### src/rtl/rf_arb_pkg.sv
// Shared types and constants for the register-file read arbiter.
// The address width is fixed by the 32-input read mux.
package rf_arb_pkg;

  localparam int ADDR_W = 5;

  typedef enum logic [1:0] {
    IDLE,
    READ,
    RESP
  } rf_arb_state_t;

endpackage : rf_arb_pkg

### src/rtl/rr_priority_picker.sv
// Round-robin priority picker. It searches the request vector starting at
// ptr_i and wraps modulo NUM_REQ. The first set bit wins.
// The search is done in three steps: rotate the vector so that ptr_i lands
// on bit 0, find the lowest set bit, then add ptr_i back.
// The block is purely combinational and can be reused by other arbiters.
module rr_priority_picker #(
  parameter int NUM_REQ = 4,
  parameter int IDX_W   = $clog2(NUM_REQ)
) (
  input  logic [NUM_REQ-1:0] req_i,
  input  logic [IDX_W-1:0]   ptr_i,
  output logic               found_o,
  output logic [IDX_W-1:0]   winner_o
);

  localparam logic [IDX_W:0] NUM_REQ_W = (IDX_W + 1)'(NUM_REQ);

  logic [NUM_REQ-1:0] rotated;
  logic [IDX_W-1:0]   offset;
  logic               hit;
  logic [IDX_W:0]     sum;

  // Rotate the request vector so that the current pointer sits at bit 0.
  always_comb begin
    rotated = '0;
    for (int p = 0; p < NUM_REQ; p++) begin
      if (ptr_i == IDX_W'(p)) begin
        for (int i = 0; i < NUM_REQ; i++) begin
          rotated[i] = req_i[(i + p) % NUM_REQ];
        end
      end
    end
  end

  // Find the lowest set bit of the rotated vector.
  // The loop runs downwards so that the lowest index is written last.
  always_comb begin
    hit    = 1'b0;
    offset = '0;
    for (int i = NUM_REQ - 1; i >= 0; i--) begin
      if (rotated[i]) begin
        hit    = 1'b1;
        offset = IDX_W'(i);
      end
    end
  end

  // Undo the rotation with a modulo-NUM_REQ add. The extra bit keeps the
  // carry for requester counts that are not a power of two.
  always_comb begin
    sum = {1'b0, offset} + {1'b0, ptr_i};
    if (sum >= NUM_REQ_W) begin
      sum = sum - NUM_REQ_W;
    end
    winner_o = sum[IDX_W-1:0];
    found_o  = hit;
  end

endmodule : rr_priority_picker

### src/rtl/rf_read_arbiter.sv
// Round-robin arbiter that shares one 32:1 register-file read mux between
// NUM_REQ requesters. Each read takes three phases:
//   IDLE - a grant is issued,
//   READ - the mux settles on the captured address,
//   RESP - the registered data is held until the consumer accepts it.
// Only one read is in flight at a time.
module rf_read_arbiter
  import rf_arb_pkg::*;
#(
  parameter int N       = 32,
  parameter int NUM_REQ = 4,
  parameter int ID_W    = 2
) (
  input  logic                      clk,
  input  logic                      rst,
  input  logic [NUM_REQ-1:0]        req_valid,
  input  logic [NUM_REQ*ADDR_W-1:0] req_addr,
  output logic [NUM_REQ-1:0]        req_ready,
  output logic [ADDR_W-1:0]         mux_select,
  input  logic [N-1:0]              mux_out,
  output logic                      resp_valid,
  output logic [N-1:0]              resp_data,
  output logic [ID_W-1:0]           resp_id,
  input  logic                      resp_ready
);

  localparam logic [ID_W-1:0] LAST_ID = ID_W'(NUM_REQ - 1);

  rf_arb_state_t state_q, state_d;
  logic [ID_W-1:0]   ptr_q, ptr_d;
  logic [ADDR_W-1:0] sel_q, sel_d;
  logic [N-1:0]      data_q, data_d;
  logic              valid_q, valid_d;
  logic [ID_W-1:0]   id_q, id_d;

  logic               found;
  logic [ID_W-1:0]    winner;
  logic [ADDR_W-1:0]  winnerAddr;
  logic [NUM_REQ-1:0] winnerOneHot;

  rr_priority_picker #(
    .NUM_REQ (NUM_REQ),
    .IDX_W   (ID_W)
  ) u_picker (
    .req_i    (req_valid),
    .ptr_i    (ptr_q),
    .found_o  (found),
    .winner_o (winner)
  );

  // Decode the winner index into a one-hot strobe and pick its address.
  always_comb begin
    winnerOneHot = '0;
    winnerAddr   = '0;
    for (int i = 0; i < NUM_REQ; i++) begin
      if (winner == ID_W'(i)) begin
        winnerOneHot[i] = 1'b1;
        winnerAddr      = req_addr[i*ADDR_W +: ADDR_W];
      end
    end
  end

  // Next-state logic and the combinational grant strobe.
  // The grant is only raised in IDLE. It is also masked while reset is
  // asserted, so no requester sees an accept that the next edge discards.
  always_comb begin
    state_d   = state_q;
    ptr_d     = ptr_q;
    sel_d     = sel_q;
    data_d    = data_q;
    valid_d   = valid_q;
    id_d      = id_q;
    req_ready = '0;

    case (state_q)
      IDLE: begin
        if (found) begin
          req_ready = winnerOneHot;
          sel_d     = winnerAddr;
          id_d      = winner;
          ptr_d     = (winner == LAST_ID) ? '0 : winner + ID_W'(1);
          state_d   = READ;
        end
      end
      READ: begin
        data_d  = mux_out;
        valid_d = 1'b1;
        state_d = RESP;
      end
      RESP: begin
        if (resp_ready) begin
          valid_d = 1'b0;
          state_d = IDLE;
        end
      end
      default: begin
        state_d = IDLE;
      end
    endcase

    if (rst) begin
      req_ready = '0;
    end
  end

  // State and datapath registers. Reset drops any in-flight read and
  // restarts the round-robin search from requester 0.
  always_ff @(posedge clk) begin
    if (rst) begin
      state_q <= IDLE;
      ptr_q   <= '0;
      sel_q   <= '0;
      data_q  <= '0;
      valid_q <= 1'b0;
      id_q    <= '0;
    end else begin
      state_q <= state_d;
      ptr_q   <= ptr_d;
      sel_q   <= sel_d;
      data_q  <= data_d;
      valid_q <= valid_d;
      id_q    <= id_d;
    end
  end

  assign mux_select = sel_q;
  assign resp_valid = valid_q;
  assign resp_data  = data_q;
  assign resp_id    = id_q;

endmodule : rf_read_arbiter

### config.mk
export PLATFORM = sky130hd
export DESIGN_NAME = rf_read_arbiter
export DESIGN_NICKNAME = d
export VERILOG_FILES = /design/src/rtl/rf_arb_pkg.sv /design/src/rtl/rr_priority_picker.sv /design/src/rtl/rf_read_arbiter.sv
export SDC_FILE = /design/constraint.sdc
export NUM_CORES = 1
export LEC_CHECK = 0
export ABC_AREA = 1
export BUFFER_PORTS_ARGS = -buffer_cell sky130_fd_sc_hd__buf_4
export CORE_UTILIZATION = 41
export DETAILED_ROUTE_END_ITERATION = 6
export GPL_TIMING_DRIVEN = 0
export PLACE_DENSITY = 0.76
export SETUP_SLACK_MARGIN = 0.2
export SLEW_MARGIN = 30
export SYNTH_ARGS = -nofsm -noshare
export SYNTH_HDL_FRONTEND = slang
export SYNTH_SLANG_ARGS = --single-unit
export TNS_END_PERCENT = 5
### constraint.sdc
create_clock -name clk -period 2.38 [get_ports clk]
set_input_delay 0.119 -clock clk [delete_from_list [all_inputs] [get_ports clk]]
set_output_delay 0.119 -clock clk [all_outputs]
set_load 0.05 [all_outputs]
### Word level (Yosys, flattened, before mapping)

Index checks and enable logic that the tools add are counted.
W data, S select, Z words.

* add/subtract/negate cells: 3
* order comparisons: 1
* equal/unequal tests: 10
* multiplexer cells: 30
* reductions and logical operators: 7

Operators with widths (count)
* $mux W4: 7
* $mux W5: 4
* $mux W2: 8
* $eq A2 B2 Y1 const B: 5
* $mux W1: 9
* $eq A2 B1 Y1 const B: 3
* $logic_not A2 Y1: 3
* $pmux W2 S3: 1
* $reduce_and A2 Y1: 3
* $ne A2 B2 Y1 const B: 2
* $add A2 B2 Y3: 1
* $ge A3 B3 Y1 const B: 1
* $add A2 B1 Y2 const B: 1
* $pmux W1 S2: 1
* $reduce_bool A2 Y1: 1
* $sub A2 B1 Y2 const B: 1

* register bits: 44
* bits of input ports: 59
* output and inout bits: 44
* word-level logic and storage cells: 57

### Depth between registers and ports, before layout

Gate-level depths: netlist of run 1.

* depth in word-level cells: 17
* gate-level depth with buffers: 24
* depth with buffers taken out: 23

### Cells and area by module

Synthesis of run 1 repeated with hierarchy kept, for this count alone.

* cell total of the unflattened synthesis: 290
* area, all modules: 2073.2 µm²

By module, submodules not included
* rf_read_arbiter: times used 1, cells each 249, area each 1840.5 µm², sequential area each 880.8 µm²
* rr_priority_picker: times used 1, cells each 41, area each 232.7 µm², sequential area each 0.0 µm²

### Worst setup path after synthesis of run 1

OpenSTA, ideal clock, no wires.

* path type: reg2out
* start: register ptr_q[0]
* end: output port req_ready[3]
* arrival: 2.521 ns
* data required time: 2.261 ns
* setup slack: -0.260 ns
* cell stages (with the launch flop): 16
* path buffers: 2
* cell sequence: dfxtp_1 > buf_6 > inv_2 > nand3_1 > nand4_1 > a21oi_1 > nor2_1 > ha_1 > xor2_1 > inv_1 > nand3_1 > nand2_1 > ha_1 > inv_1 > clkbuf_1 > nor2_1

* word-level cells in the longest chain between the ends: 17
* elaborated cells on any way between the ends: 25
* those cells by class: add/sub: 2; order compare: 1; eq/ne: 4; mux: 17; reduce/logical: 1

RTL lines
* start: declaration: RTL line rf_read_arbiter.sv:30 `logic [ID_W-1:0] ptr_q, ptr_d;`
* start signal: assignment: RTL line rf_read_arbiter.sv:118 `ptr_q <= ptr_d;`
* $logic_not A2 Y1: RTL line rr_priority_picker.sv:27 `if (ptr_i == IDX_W'(p)) begin`
* $mux W4 (4 in a row): RTL line rr_priority_picker.sv:27
* $mux W2 (4 in a row): RTL line rr_priority_picker.sv:41 `if (rotated[i]) begin`
* $add A2 B2 Y3 *: RTL line rr_priority_picker.sv:51 `sum = {1'b0, offset} + {1'b0, ptr_i};`
* $ge A3 B3 Y1 or $sub A2 B1 Y2 (tied branches): RTL line rr_priority_picker.sv:52, rr_priority_picker.sv:53
* $mux W2 *: RTL line rr_priority_picker.sv:52 `if (sum >= NUM_REQ_W) begin`
* named net u_picker.sum[1]: RTL line rr_priority_picker.sv:21 `logic [IDX_W:0] sum;`
* $eq A2 B2 Y1 *: RTL line rf_read_arbiter.sv:56 `if (winner == ID_W'(i)) begin`
* $mux W1 *: RTL line rf_read_arbiter.sv:56
* $mux W4 *: RTL line rf_read_arbiter.sv:77 `if (found) begin`
* $mux W4 *: RTL line rf_read_arbiter.sv:75 `case (state_q)`
* $mux W4 *: RTL line rf_read_arbiter.sv:101 `if (rst) begin`
* end: declaration: RTL line rf_read_arbiter.sv:18 `output logic [NUM_REQ-1:0] req_ready,`

Mark *: on every way through the listed nets, which the timed path passes. The rest lies on a longest branch.

### Worst setup path after layout of run 1

* start: register ptr_q[0]
* end: register sel_q[3] (netlist: mux_select[3])

* word-level cells in the longest chain between the ends: 17
* elaborated cells on any way between the ends: 29
* those cells by class: add/sub: 2; order compare: 1; eq/ne: 6; mux: 17; reduce/logical: 3

RTL lines
* $logic_not A2 Y1: RTL line rr_priority_picker.sv:27
* $mux W4 (4 in a row): RTL line rr_priority_picker.sv:27
* $mux W2 (4 in a row): RTL line rr_priority_picker.sv:41
* $add A2 B2 Y3 *: RTL line rr_priority_picker.sv:51
* $ge A3 B3 Y1 or $sub A2 B1 Y2 (tied branches): RTL line rr_priority_picker.sv:52, rr_priority_picker.sv:53
* $mux W2 *: RTL line rr_priority_picker.sv:52
* named net u_picker.sum[1]: RTL line rr_priority_picker.sv:21
* $logic_not A2 Y1: RTL line rf_read_arbiter.sv:56
* $mux W5 (3 in a row): RTL line rf_read_arbiter.sv:56
* $mux W5 *: RTL line rf_read_arbiter.sv:56
* end signal: assignment: RTL line rf_read_arbiter.sv:119 `sel_q <= sel_d;`
* end: declaration: RTL line rf_read_arbiter.sv:31 `logic [ADDR_W-1:0] sel_q, sel_d;`

Marked as above.
A chain may end at the register's enable or synchronous reset.

==> flow_summary_export.csv, run 1 <==
group,metric,value,unit
clocking,numCtsBuffers,5,
finish,final_cell_mix,"buf_4 (114), nor2_1 (84), dfxtp_1 (42)",
finish,finalNetCount,489,
detailed_routing,wirelength,5885,um
finish,num_antenna_cells,0,
worst_hold_path,min_path_type,"primary input to flop",
die,num_rows,25,
detailed_routing,viasPerCell,4.738,
clocking,clock_latency,0.29,ns
sta,slew_violations,0,
logic_synthesis,synth_largest_area_cell,"dfxtp_1",
finish,layout-drive-gt1-share,0.4178,
die,start_util,0.4332,
die,die_height,73.11,um
finish,finish.instance_area,3359,um2
sta,rsz0062_at_grt,"true",
worst_setup_path,criticalPathCategory,"flop to flop",
sta,tightest_slew,0.5222,ns
worst_setup_path,cp_max_fo,5,
power,ir_worst_vdd,0.0008890,V
grt,use_met3,0.04834,
finish,ff_latch_area,888.4,um2
logic_synthesis,synthArstFlopShare,0,
grt,grt_overflow,0,
detailed_routing,vias,2336,
logic_synthesis,synth.distinct_cells,24,
grt,grt_use_total,0.2160,
sta,max_clock_freq,0.3785,GHz
detailed_routing,drt_first_pass_iters,4,
worst_setup_path,reg2reg_depth,24,
clocking,root_buffer,"clkbuf_8",
worst_setup_path,rrSetupSlack,-0.26,ns
worst_setup_path,crit_path_start_kind,"flop",
worst_setup_path,rr_endpoint,"mux_select[3]$_SDFFE_PP0P_",
clocking,h-tree-depth,2,
logic_synthesis,syn_area,2073,um2
sta,period_minus_slack,2.642,ns
power,powerDensity,1525,nW/um2
clocking,clock-sinks,44,
clocking,cts_buffer_depth,2,
grt,antenna_found_initial,0,
placed_design,portBuffers,102,
grt,grtUsageMet1,0.2440,
detailed_routing,drc,0,
grt,grt_pass1_wl,9101,um
die,core,4786,um2
worst_setup_path,r2r_start,"ptr_q[0]$_SDFFE_PP0P_",
worst_setup_path,cp_data_required_time,2.61,ns
sta,slew_headroom,0.6515,
finish,final_common_cell,"buf_4",
clocking,path_clk_slew,0.08,ns
placed_design,hpwlAfterDp,4115,um
flow_run,cap_violations,0,
grt,use_met2,0.3940,
finish,num-fill-cells,418,
grt,grt_pass1_vias,2173,
detailed_routing,wire_per_inst,11.94,um
die,dieArea,5345,um2
worst_setup_path,crit_arrival,2.87,ns
sta,final.setup.worst_slack,-0.2622,ns
placed_design,place_area,3015,um2
logic_synthesis,ys_seq_area_frac,0.4249,
die,ios,103,
worst_setup_path,endpoint,"mux_select[3]$_SDFFE_PP0P_",
logic_synthesis,synthTopCellsByArea,"dfxtp_1 (42%), nor2_1 (17%), o21ai_0 (8.9%)",
sta,finalSetupViolations,9,
run_status,status,"finished with violations",
die,die_w,73.11,um
logic_synthesis,netlist_instances,297,
sta,finClkSkew,0.006662,ns
power,p_leak,1.608,nW
worst_setup_path,startpoint,"ptr_q[0]$_SDFFE_PP0P_",
run_status,violations,"negative setup slack",
logic_synthesis,syn-num-nets,361,
finish,syn_to_final_growth,62.04,%
grt,busiest_layer,"met2",
clocking,cts_tree,"built",
sta,hold_viol_final,0,
detailed_routing,drt_iter0_drc,108,
logic_synthesis,synthFlopType,"dfxtp_1",
logic_synthesis,ys_warn_count,0,
logic_synthesis,postSynthAreaPerCell,6.981,um2
worst_setup_path,end_kind,"flop",
logic_synthesis,ys_ff_latch,44,
grt,grt_max_degree,14,
placed_design,globalplace.congestion,0.7943,
finish,multiInputGateArea,1219,um2
logic_synthesis,yosys.area.top_type_share,0.4249,
finish,layoutNonFillerInstCount,493,
sta,fin_crit_sh,1.110,
placed_design,dp.cells,466,
logic_synthesis,synth-edff-count,0,
detailed_routing,postRouteAntennaNets,0,
==> Yosys cell counts, types with 3 or more instances <==
library cell / instances
buf_1: 3
nand2_1: 40
inv_1: 15
dfxtp_1: 44
clkbuf_1: 8
nand3_1: 22
or2_2: 5
a21oi_1: 7
ha_1: 5
nor2_1: 92
o21ai_0: 37
==> registers in the layout, summed over array words and instances (netlist names) <==
signal	count
resp_valid	1
mux_select	5
resp_id	2
resp_data	32
ptr_q	2
state_q	2
==> routing by layer <==
metal	part of all wire	vias to the layer above
met5	0	-
li1	-	1203
met2	0.52	76
met1	0.41	1049
met4	0.014	0
met3	0.051	8
==> worst max-delay path: stages, from the launching register on <==
cell	delay, ns
dfxtp_4	0.38
buf_6	0.13
inv_4	0.05
nand3_4	0.07
nand3_4	0.07
nor2_4	0.11
a21oi_1	0.07
nor2_1	0.13
ha_2	0.20
xor2_2	0.18
inv_2	0.07
nand3_4	0.09
nand2_4	0.09
inv_4	0.09
ha_4	0.13
inv_2	0.05
nor2_4	0.15
nand2_1	0.06
nand2_1	0.06
o21ai_0	0.07
nand2_1	0.06
nand2_1	0.05
nand3_1	0.07
nand2_1	0.05
nor2_1	0.10
==> metrics by stage <==
stage	utilization	hold WS, ns	TNS, ns	power [mW]	worst slack (ns)
global route	0.7020	0.01806	-3.821	5.507	-0.4866
finish	0.7020	0.03085	-2.173	5.123	-0.2622
floorplan	-	0.1741	0	3.481	0.01145
global placement	0.6301	0.3158	-1.257	4.167	-0.2505
detailed placement	0.6301	0.3232	-1.545	4.226	-0.3020
CTS	0.6858	0.004577	-1.399	4.987	-0.1755
==> logic make-up after synthesis <==
kind of cell | count (synthesis) | synth area share
AOI/OAI and AO/OA | 46 | 0.1141
and+or+nand+nor | 170 | 0.3621
xor gates and xnor gates | 1 | 0.004225
buffers and inverters | 31 | 0.06458
adders and majority gates | 5 | 0.03018
DFF | 44 | 0.4249
==> final cells by class <==
| class | count | share of cell area |
|---|---|---|
| multi-input cells | 222 | 0.3628 |
| flip-flops and latches | 44 | 0.2644 |
| clock inverters | 2 | 0.002980 |
| inverters | 18 | 0.02235 |
| plain buffers | 13 | 0.02197 |
| repair buffers | 121 | 0.2760 |
| well taps | 67 | 0.02495 |
| clock buffers | 6 | 0.02458 |
==> power breakdown <==
| part | leakage, nW | internal [mW] | switching, mW |
|---|---|---|---|
| logic | 1.19 | 1.32 | 2.22 |
| clock network | 0.0510 | 0.232 | 0.249 |
| registers | 0.365 | 0.973 | 0.131 |
| total | 1.61 | 2.52 | 2.60 |
==> repair_timing <==
| item | CTS | global route |
|---|---|---|
| hold buffers | 0 | 1 |
| setup endpoints to repair | 11 | 12 |
| endpoints found under the hold margin | 0 | 1 |
| buffers inserted | 14 | 2 |
| cloned | 2 | 0 |
| pin swaps | 12 | 14 |
| gates resized for setup | 17 | 14 |
==> how the worst min path moves through the flow <==
stage	from	end	slack [ns]	depth (start not counted)
finish	rst	ptr_q[0]$_SDFFE_PP0P_	0.03	2
global route	rst	ptr_q[0]$_SDFFE_PP0P_	0.02	2
CTS	resp_ready	resp_valid$_SDFFE_PP0P_	0.005	2
detailed placement	resp_ready	resp_valid$_SDFFE_PP0P_	0.32	2
global placement	resp_ready	resp_valid$_SDFFE_PP0P_	0.32	2
floorplan	rst	ptr_q[0]$_SDFFE_PP0P_	0.17	1
Note: power is estimated with default switching activity, not from simulation.
==> inputs of run 2 (changes only) <==
==> constraint.sdc (replaced) <==
create_clock -name clk -period 2.38 [get_ports clk]
set_input_delay 0.119 -clock clk [delete_from_list [all_inputs] [get_ports clk]]
set_output_delay 0.119 -clock clk [all_outputs]
set_load 0.005 [all_outputs]
==> run 2 against run 1 <==
The run still ends with negative setup slack left. Power fell by 20%. Sequential share of layout area rose by 0.96 points. Worst hold slack got worse by 0.013 ns. Clock power fell by 3%. Core utilization fell by 2.6 points. Global-route usage fell by 2.0 points. First-iteration DRC count fell by 31%. Clock skew fell by 0.0052 ns. Non-clock buffer count fell by 10. Register-to-register slack improved by 0.02 ns. Critical endpoint is now mux_select[2]$_SDFFE_PP0P_. Largest cell class unchanged.
==> flow_summary_export.csv, run 2 (synthesis gave the netlist of run 1 again) <==
group,metric,value,unit
worst_setup_path,cp_max_fo,5,
detailed_routing,vias,2239,
sta,slew_headroom,0.6589,
finish,num-fill-cells,443,
placed_design,portBuffers,102,
worst_setup_path,end_kind,"flop",
die,dieArea,5345,um2
finish,layoutNonFillerInstCount,483,
die,start_util,0.4332,
sta,finClkSkew,0.001476,ns
finish,largest_reg_flops,32,
worst_setup_path,cp_data_required_time,2.60,ns
sta,period_minus_slack,2.627,ns
die,num_rows,25,
placed_design,globalplace.congestion,0.7637,
finish,multiInputGateArea,1184,um2
sta,final.setup.worst_slack,-0.2468,ns
detailed_routing,wirelength,5346,um
finish,layout-drive-gt1-share,0.3870,
finish,finish.instance_area,3233,um2
placed_design,pre_cts_ws,-0.3000,ns
detailed_routing,drc,0,
worst_hold_path,min_path_type,"primary input to flop",
grt,antenna_found_initial,0,
worst_setup_path,crit_path_start_kind,"flop",
power,ir_worst_vdd,0.0007001,V
grt,grt_max_degree,13,
worst_setup_path,rrSetupSlack,-0.25,ns
sta,hold_viol_final,0,
detailed_routing,drt_first_pass_iters,6,
sta,finalSetupViolations,9,
worst_setup_path,reg2reg_depth,24,
run_status,violations,"negative setup slack",
sta,slew_violations,0,
die,die_w,73.11,um
clocking,cts_buffer_depth,2,
grt,grt_pass1_vias,1998,
power,powerDensity,1268,nW/um2
clocking,root_buffer,"clkbuf_8",
finish,syn_to_final_growth,55.94,%
placed_design,place_area,3000,um2
run_status,status,"finished with violations",
die,core,4786,um2
detailed_routing,postRouteAntennaNets,0,
clocking,cts_tree,"built",
placed_design,hpwlAfterDp,3853,um
placed_design,dp.cells,466,
clocking,numCtsBuffers,5,
clocking,h-tree-depth,2,
finish,num_antenna_cells,0,
clocking,clock-sinks,44,
detailed_routing,viasPerCell,4.636,
clocking,clock_latency,0.28,ns
sta,rsz0062_at_grt,"true",
power,p_leak,1.557,nW
detailed_routing,drt_iter0_drc,74,
die,ios,103,
worst_setup_path,criticalPathCategory,"flop to flop",
worst_hold_path,whs_path_depth,2,
sta,fin_crit_sh,1.104,
sta,tightest_slew,0.5111,ns
finish,ff_latch_area,885.9,um2
die,die_height,73.11,um
grt,grt_pass1_wl,8376,um
finish,finalNetCount,479,
finish,final_cell_mix,"buf_4 (111), nor2_1 (89), dfxtp_1 (42)",
sta,max_clock_freq,0.3807,GHz
clocking,path_clk_slew,0.08,ns
grt,grt_overflow,0,
detailed_routing,wire_per_inst,11.07,um
finish,final_common_cell,"buf_4",
worst_setup_path,crit_arrival,2.85,ns
grt,grt_use_total,0.1958,
flow_run,cap_violations,0,
[run 2: cell types whose count changed in the layout (fill, tap and decap cells not counted), sizes merged]
cell,previous run,this run
dlygate4sd3,1,0
buf,124,117
clkinv,2,0
[run 2: final cells by class]
class / instances / share of cell area
multi-input combinational: 222 / 0.3661
inverter: 18 / 0.02399
sequential: 44 / 0.2740
timing repair buffer: 111 / 0.2577
buffer: 13 / 0.02438
tap: 67 / 0.02593
clock buffer: 8 / 0.02786
[run 2: worst paths after layout]
kind                                   start                    endpoint
setup / recovery       ptr_q[0]$_SDFFE_PP0P_  mux_select[2]$_SDFFE_PP0P_
hold / removal                    resp_ready     resp_valid$_SDFFE_PP0P_
setup reg to reg       ptr_q[0]$_SDFFE_PP0P_  mux_select[2]$_SDFFE_PP0P_
hold reg to reg   mux_select[1]$_SDFFE_PP0P_  mux_select[1]$_SDFFE_PP0P_
[run 2: per-stage QoR]
step	TNS [ns]	hold WS, ns	utilization	power (mW)
4_1_cts	-1.514	0.01344	0.6599	3.955
2_1_floorplan	0	0.1741	-	2.691
5_1_grt	-3.873	0.01327	0.6756	4.511
3_5_place_dp	-1.382	0.3202	0.6269	3.386
3_3_place_gp	-1.225	0.3134	0.6269	3.361
6_report	-1.826	0.01821	0.6756	4.101
[run 2: critical path, cell delays in order, from the launching register on]
cell and delay [ns]:
dfxtp_4 0.38, buf_6 0.13, inv_4 0.05, nand3_4 0.05, nand3_2 0.07, nor2_2 0.13, a21oi_1 0.08, nor2_1 0.10
ha_2 0.20, xor2_2 0.19, inv_1 0.09, nand3_2 0.10, nand2_4 0.09, inv_4 0.08, ha_4 0.12, inv_2 0.04
nor2_4 0.14, nand2_1 0.07, nand2_1 0.05, o21ai_1 0.05, nand2_1 0.06, nand2_1 0.05, nand3_1 0.07, nand2_1 0.05
nor2_1 0.11
[run 2: per-layer routing]
metal  vias up  track usage  part of all wire
met3         2      0.04696             0.050
li1       1186            -                 -
met1       996       0.2309              0.44
met4         0      0.05229            0.0047
met2        55       0.3519              0.51
met5         -            0                 0
[run 2: power by group]
part | switching (mW) | internal (mW)
Sequential | 0.128 | 0.971
Combinational | 1.35 | 1.18
Clock | 0.229 | 0.237
[run 2: repair_timing]
action,CTS,global route
resized for setup,1,20
pin swaps,5,14
endpoints found under the setup margin,11,12
hold buffers,0,0
buffers inserted,8,0
gates cloned,1,0
